File: src/rtl/vme_cmd_responder.sv
// Slave end of the VME command channel: accepts one command and runs
// a single access on the 16-bit register bus, then returns status/data.
module vme_cmd_responder #(
    parameter int          TIMEOUT_CYCLES = 255,
    parameter logic [7:0]  ADDR_TAG       = 8'hA8
) (
    input  logic        clk,
    input  logic        rst,
    input  logic        start,
    input  logic [31:0] vme_cmd_reg,
    input  logic [31:0] vme_dat_reg_in,
    output logic        vme_cmd_rd,
    output logic        vme_dat_wr,
    output logic [31:0] vme_dat_reg_out,
    output logic [15:0] bus_addr,
    output logic [15:0] bus_wdata,
    output logic        bus_rd,
    output logic        bus_wr,
    input  logic        bus_ack,
    input  logic [15:0] bus_rdata,
    output logic        busy
);

    localparam logic [1:0] S_IDLE   = 2'd0;
    localparam logic [1:0] S_DECODE = 2'd1;
    localparam logic [1:0] S_ACCESS = 2'd2;
    localparam logic [1:0] S_RESP   = 2'd3;

    localparam logic [15:0] CNT_LAST = 16'(TIMEOUT_CYCLES - 1);

    logic [1:0]  state;
    logic [25:0] cmd_q;
    logic [15:0] wdat_q;
    logic [15:0] cnt;
    logic        bad_cmd;
    logic        unused_bits;

    assign unused_bits = ^{vme_cmd_reg[31:26], vme_dat_reg_in[31:16]};

    always_comb begin
        bad_cmd = (cmd_q[23:16] != ADDR_TAG)
                | (cmd_q[25] & cmd_q[24])
                | (!cmd_q[25] & !cmd_q[24]);
    end

    always_ff @(posedge clk or posedge rst) begin
        if (rst) begin
            state           <= S_IDLE;
            cmd_q           <= '0;
            wdat_q          <= '0;
            cnt             <= '0;
            vme_cmd_rd      <= 1'b0;
            vme_dat_wr      <= 1'b0;
            vme_dat_reg_out <= '0;
            bus_addr        <= '0;
            bus_wdata       <= '0;
            bus_rd          <= 1'b0;
            bus_wr          <= 1'b0;
            busy            <= 1'b0;
        end else begin
            vme_dat_wr <= 1'b0;
            case (state)
                S_IDLE: begin
                    // start only counts once ready has been advertised
                    if (vme_cmd_rd && start) begin
                        cmd_q      <= vme_cmd_reg[25:0];
                        wdat_q     <= vme_dat_reg_in[15:0];
                        vme_cmd_rd <= 1'b0;
                        busy       <= 1'b1;
                        state      <= S_DECODE;
                    end else begin
                        vme_cmd_rd <= 1'b1;
                    end
                end
                S_DECODE: begin
                    if (bad_cmd) begin
                        vme_dat_reg_out <= 32'h0002_0000;
                        vme_dat_wr      <= 1'b1;
                        state           <= S_RESP;
                    end else begin
                        bus_addr  <= cmd_q[15:0];
                        bus_wdata <= wdat_q;
                        bus_rd    <= cmd_q[25];
                        bus_wr    <= cmd_q[24];
                        cnt       <= '0;
                        state     <= S_ACCESS;
                    end
                end
                S_ACCESS: begin
                    // ack wins over a timeout landing on the same cycle
                    if (bus_ack) begin
                        bus_rd          <= 1'b0;
                        bus_wr          <= 1'b0;
                        vme_dat_reg_out <= {16'h0000,
                                            cmd_q[25] ? bus_rdata : wdat_q};
                        vme_dat_wr      <= 1'b1;
                        state           <= S_RESP;
                    end else if (cnt == CNT_LAST) begin
                        bus_rd          <= 1'b0;
                        bus_wr          <= 1'b0;
                        vme_dat_reg_out <= 32'h0001_0000;
                        vme_dat_wr      <= 1'b1;
                        state           <= S_RESP;
                    end else begin
                        cnt <= cnt + 16'd1;
                    end
                end
                S_RESP: begin
                    vme_cmd_rd <= 1'b1;
                    busy       <= 1'b0;
                    state      <= S_IDLE;
                end
                default: begin
                    state <= S_IDLE;
                end
            endcase
        end
    end

endmodule

File: config.mk
export PLATFORM = sky130hd
export DESIGN_NAME = vme_cmd_responder
export DESIGN_NICKNAME = d
export VERILOG_FILES = /design/src/rtl/vme_cmd_responder.sv
export SDC_FILE = /design/constraint.sdc
export NUM_CORES = 1
export LEC_CHECK = 0
export ABC_AREA = 1
export CAP_MARGIN = 20
export CORE_MARGIN = 2
export CORE_UTILIZATION = 51
export CTS_BUF_LIST = sky130_fd_sc_hd__clkbuf_16
export DETAILED_ROUTE_END_ITERATION = 12
export HOLD_SLACK_MARGIN = 0.02
export MAX_ROUTING_LAYER = met4
export PLACE_DENSITY_LB_ADDON = 0.08
export SETUP_SLACK_MARGIN = 0.05
export SLEW_MARGIN = 5
export SYNTH_ARGS = -nofsm -noshare
export SYNTH_HDL_FRONTEND = slang
export SYNTH_SLANG_ARGS = --single-unit
export TNS_END_PERCENT = 20
File: constraint.sdc
create_clock -name clk -period 11.2 [get_ports clk]
set_input_delay 2.24 -clock clk [delete_from_list [all_inputs] [get_ports clk]]
set_output_delay 2.24 -clock clk [all_outputs]
set_load 0.03 [all_outputs]
Word level (Yosys, flattened, before mapping)

Index checks and enable logic that the tools add are counted.

Register bits: 129
Input bits: 84
Output and inout bits: 69
Logic and storage cells: 70

Add/sub/neg operators: 1
Equal/unequal tests: 11
Muxes and demuxes: 28
Bitwise logic cells: 5
Reductions and logical operators: 13

Operators with widths:

| cell                                                 | number |
|---|---|
| two-way mux 32 bit                                   | 3 |
| two-way mux 16 bit                                   | 4 |
| case mux 32 bit (2 select lines)                     | 1 |
| case mux 16 bit (2 select lines)                     | 1 |
| adder 16 x 1 -> 16 bit, second input constant        | 1 |
| equality test 16 x 8 -> 1 bit, second input constant | 1 |
| two-way mux 1 bit                                    | 10 |
| != test 2 bit, second input constant                 | 5 |
| case mux 1 bit (2 select lines)                      | 5 |
| != test 8 bit, second input constant                 | 1 |
| case mux 2 bit (4 select lines)                      | 1 |
| AND reduction 2 bit                                  | 4 |
| two-way mux 2 bit                                    | 3 |
| AND reduction 3 bit                                  | 2 |
| equality test 2 bit, second input constant           | 2 |
| AND reduction 4 bit                                  | 1 |
| nonzero test 2 bit                                   | 2 |
| != test 3 bit, second input constant                 | 1 |
| bitwise AND 1 bit                                    | 2 |
| equality test 2 x 1 -> 1 bit, second input constant  | 1 |
| logical NOT 1 bit                                    | 2 |
| logical NOT 2 bit                                    | 1 |
| bitwise OR 1 bit                                     | 2 |
| logical AND 1 bit                                    | 1 |
| NOT 1 bit                                            | 1 |

Logic depth before layout (Yosys ltp)

Depth after elaboration: 5
Gate-level depth with buffers: 11
Gate-level depth less buffers: 10

Least setup slack after synthesis

No wires, ideal clock.

Kind: input-to-reg
From: input port start
To: register cmd_q[0]
Setup time: 0.124 ns
Arrival time: 3.024 ns
Slack: 8.053 ns
Cell stages on the path: 6
Path buffers: 2
Cells stage by stage: nand2_1 > inv_1 > nand2_1 > buf_2 > buf_2 > a21oi_1

Longest elaborated chain between the ends: 2

Ends and longest elaborated chain:

| item                          | line | RTL |
|---|---|---|
| from (decl)                   | 9    | `input logic start,` |
| logical AND 1 bit             | 65   | `if (vme_cmd_rd && start) begin` |
| AND reduction 2 bit (no line) | -    |  |
| to (signal assigned)          | 66   | `cmd_q <= vme_cmd_reg[25:0];` |
| to (decl)                     | 32   | `logic [25:0] cmd_q;` |

Every way passes these cells.
A chain may end at the register's enable or synchronous reset.

Final worst setup path

From: register bus_wdata[13]
To: output port bus_wdata[13]

RTL lines:

| item                   | line | RTL |
|---|---|---|
| from (decl)            | 16   | `output logic [15:0] bus_wdata,` |
| from (signal assigned) | 82   | `bus_wdata <= wdat_q;` |

No word-level cell between the ends.

==> metrics.md <==
| Metric | Value |
|---|---|
| Routed Antenna Nets | `0` |
| Pin count of the biggest net entering global routing | `83` |
| Outcome | `finished, final reports clean` |
| FFs w/ async S/R, synth | `100%` |
| Finished Core Util | `68.8%` |
| Maximum capacitance violations | `0` |
| Crit path max fanout | `2` |
| TritonRoute pass-1 iters | `5` |
| Distinct cells, synth | `30` |
| Wire length per cell | `14.2 µm` |
| RR Startpoint | `state[0]$_DFFE_PP0P_` |
| Synth Flop Type | `dfrtp_1` |
| CTS tree | `built` |
| Starting DRT DRC Count | `206` |
| Die X | `106 µm` |
| Post-CTS setup repair buffer count | `0` |
| Syn Std Cell Area | `5270 µm²` |
| Max IR drop VDD | `0.000147 V` |
| Flop pwr share | `35.1%` |
| CP Launch Type | `flop` |
| #FFs+latches synth | `115` |
| Syn Area/Cell | `8.44 µm²` |
| Ant. Diodes | `0` |
| Placement Cell Area | `6450 µm²` |
| Synth Warn # | `0` |
| Slowest Stage Delay on Critical Path | `0.71 ns` |
| # hold bufs at CTS | `0` |
| Worst min path class | `reg -> reg` |
| Adder-cell area share of the yosys netlist | `1.42%` |
| Critical path, cell by cell | `clkdlybuf4s50_1` |
| Pre-CTS setup slack | `7.17 ns` |
| WL final | `12.5 mm` |
| CP startpoint | `bus_wdata[13]$_DFFE_PP0P_` |
| Clock sink count | `115` |
| Commonest non-fill, non-tap cell in the layout | `nand2_1` |
| Post-layout net count | `827` |
| First-pass GRT wire length | `20.8 mm` |
| Vias per cell | `4.99` |
| CP top delay family | `buffers and inverters` |
| Synth Area in XOR/XNOR | `1.83%` |
| Area grow syn2layout | `33.0%` |
| Final Max Slew Viols | `0` |
| Post_cts resized | `0` |
| Grt ovf | `0` |
| Top post-synthesis cells by area | `dfrtp_1 55%, nand2_1 12%, nor2_1 6.5%` |
| Register area share after synthesis | `54.6%` |
| Core area | `10200 µm²` |
| Crit. End Element | `output pin` |
| Total number of vias | `4421` |
| Port buffer count | `116` |
| Cell-internal power | `1.02 mW` |
| Htree depth | `4` |
| GP Congestion | `0.845` |
| Mux contribution to synthesized area | `0.641%` |
| Main combinational cell family by area after synthesis | `simple AND/OR/NAND/NOR gates` |
| Fmax | `0.268 GHz` |
| Reg clk slew, reported paths | `0.06 ns` |
| Arrival @ worst endpoint | `1.49 ns` |
| EDFF count, synth | `0` |
| Slew at the pin closest to its max-slew limit | `0.791 ns` |
| Final setup TNS | `0 ns` |
| Simple-Gate Fraction of Synth Area | `22.7%` |
| Filler cells | `855` |
| Worst Path Buf+Inv | `1` |
| Final min period | `3.73 ns` |
| Drc violations | `0` |
| Pleak | `3.42 nW` |
| Fin. Hold Viols | `0` |
| Area leader, netlist | `dfrtp_1` |
| RSZ-0062 raised after global routing | `false` |
| CP max-delay cell | `clkdlybuf4s50_1` |
| WS Path Type | `reg -> out` |
| PD cells | `236 nW/µm²` |
| HPWL Detailed | `8.39 mm` |
| Design area | `7010 µm²` |
| Hold path start | `vme_dat_reg_out[0]$_DFFE_PP0P_` |
| Clk_lat worst skew | `0.41 ns` |
| CTS Buf Count | `17` |
| Number of global-route vias before repair | `4284` |
| Initial antenna violation count | `0` |
| Root Driver | `clkbuf_16` |
| Part of the power in combinational logic | `34.3%` |
| Skew final | `0.00771 ns` |
| Starting Density | `51.7%` |
| Max Buffers Root-to-Sink | `2` |
| Clk pwr share | `30.6%` |
| P_sw | `628 µW` |
| Relative slew slack | `47.3%` |
| Part of the cycle the worst path needs | `33.3%` |
| Tot GR Track Use | `24.8%` |
| Total power | `1.65 mW` |
| Final setup violation count | `0` |
| Setup slack after layout | `7.47 ns` |
| Cell row count | `37` |
| Die area | `11200 µm²` |
| Area fraction in compound gates after synthesis | `10.3%` |
| Die Height | `106 µm` |
| Post-synth top area share | `54.6%` |
| Worst EP required | `8.96 ns` |
| Net Sw Frac | `38.0%` |
| Cells after Synth | `624` |
| Layout cell share with drive strength beyond 1 | `6.67%` |
| Top Ports | `153` |
| Most frequent cells in the layout | `168 x nand2_1, 116 x clkdlybuf4s50_1, 115 x dfrtp_1` |
## final cells by class
cell class / instances / area (µm²) / area share (%)
flip-flops and latches: 115 / 2880 / 41.1
multi-input cells: 427 / 2000 / 28.5
repair buffers: 119 / 1180 / 16.9
clock buffers: 17 / 425 / 6.07
inverters: 57 / 216 / 3.09
well taps: 136 / 170 / 2.43
clock inverters: 15 / 136 / 1.95
## power by group through the flow
stage | registers (mW) | logic (mW) | clock network [mW]
final | 0.580 | 0.567 | 0.505
after global routing | 0.592 | 0.629 | 0.531
after CTS | 0.581 | 0.571 | 0.510
after detailed placement | 0.585 | 0.564 | 0
after global placement | 0.580 | 0.552 | 0
after floorplan | 0.651 | 0.328 | 0
## state kept, by name (all words and copies together) (netlist names)
register / cells
busy: 1
vme_dat_reg_out: 18
bus_wdata: 16
cmd_q: 26
bus_rd: 1
bus_wr: 1
vme_dat_wr: 1
vme_cmd_rd: 1
cnt: 16
state: 2
bus_addr: 16
wdat_q: 16
## logic make-up after synthesis
logic type,after synthesis
AND/OR/NAND/NOR,297
flip-flops,115
AO/OA/AOI/OAI,96
buffers and inverters,95
XOR/XNOR,11
adder cells (fa/ha/maj),6
multiplexers,3
other,1
## cell usage after synthesis (2+ instances only)
cell type    n
nand2_2      3
clkbuf_1    16
nand3_1     26
a211oi_1    16
buf_4       16
mux2_2       3
inv_2        2
dfrtp_1    115
o21ai_0     36
nand2_1    169
buf_6        3
buf_2        3
nand4_1      2
nor2_1      91
xnor2_1      5
xor2_1       6
inv_1       54
a21oi_1     40
ha_1         6
nand2_4      2
## through the flow
| stage | std cells | hold WS, ns |
|---|---|---|
| 5_1_grt | 886 | 0.500 |
| 3_3_place_gp | 854 | 0.454 |
| 4_1_cts | 886 | 0.475 |
| 6_report | 886 | 0.472 |
| 2_1_floorplan | 637 | 0.478 |
| 3_5_place_dp | 854 | 0.459 |
## final timing paths
check	to	slack [ns]	cells after the start
min in group asynchronous	bus_wdata[1]$_DFFE_PP0P_	2.28	2
max	bus_wdata[13]	7.47	1
max in group asynchronous	bus_addr[6]$_DFFE_PP0P_	7.70	3
min reg2reg	vme_dat_reg_out[0]$_DFFE_PP0P_	0.47	2
max reg2reg	vme_dat_reg_out[1]$_DFFE_PP0P_	9.07	6
min	vme_dat_reg_out[0]$_DFFE_PP0P_	0.47	2
## metal layers
layer / global-route usage (%) / vias to the layer above / routed length [µm] / share of wire (%)
met5: - / - / 0 / 0
met4: 8.18 / 0 / 210 / 1.7
met3: 7.48 / 16 / 879 / 7.0
met2: 38.4 / 134 / 6100 / 49
met1: 31.3 / 2096 / 5350 / 43
li1: - / 2175 / - / -
(Power assumes the default switching activity.)
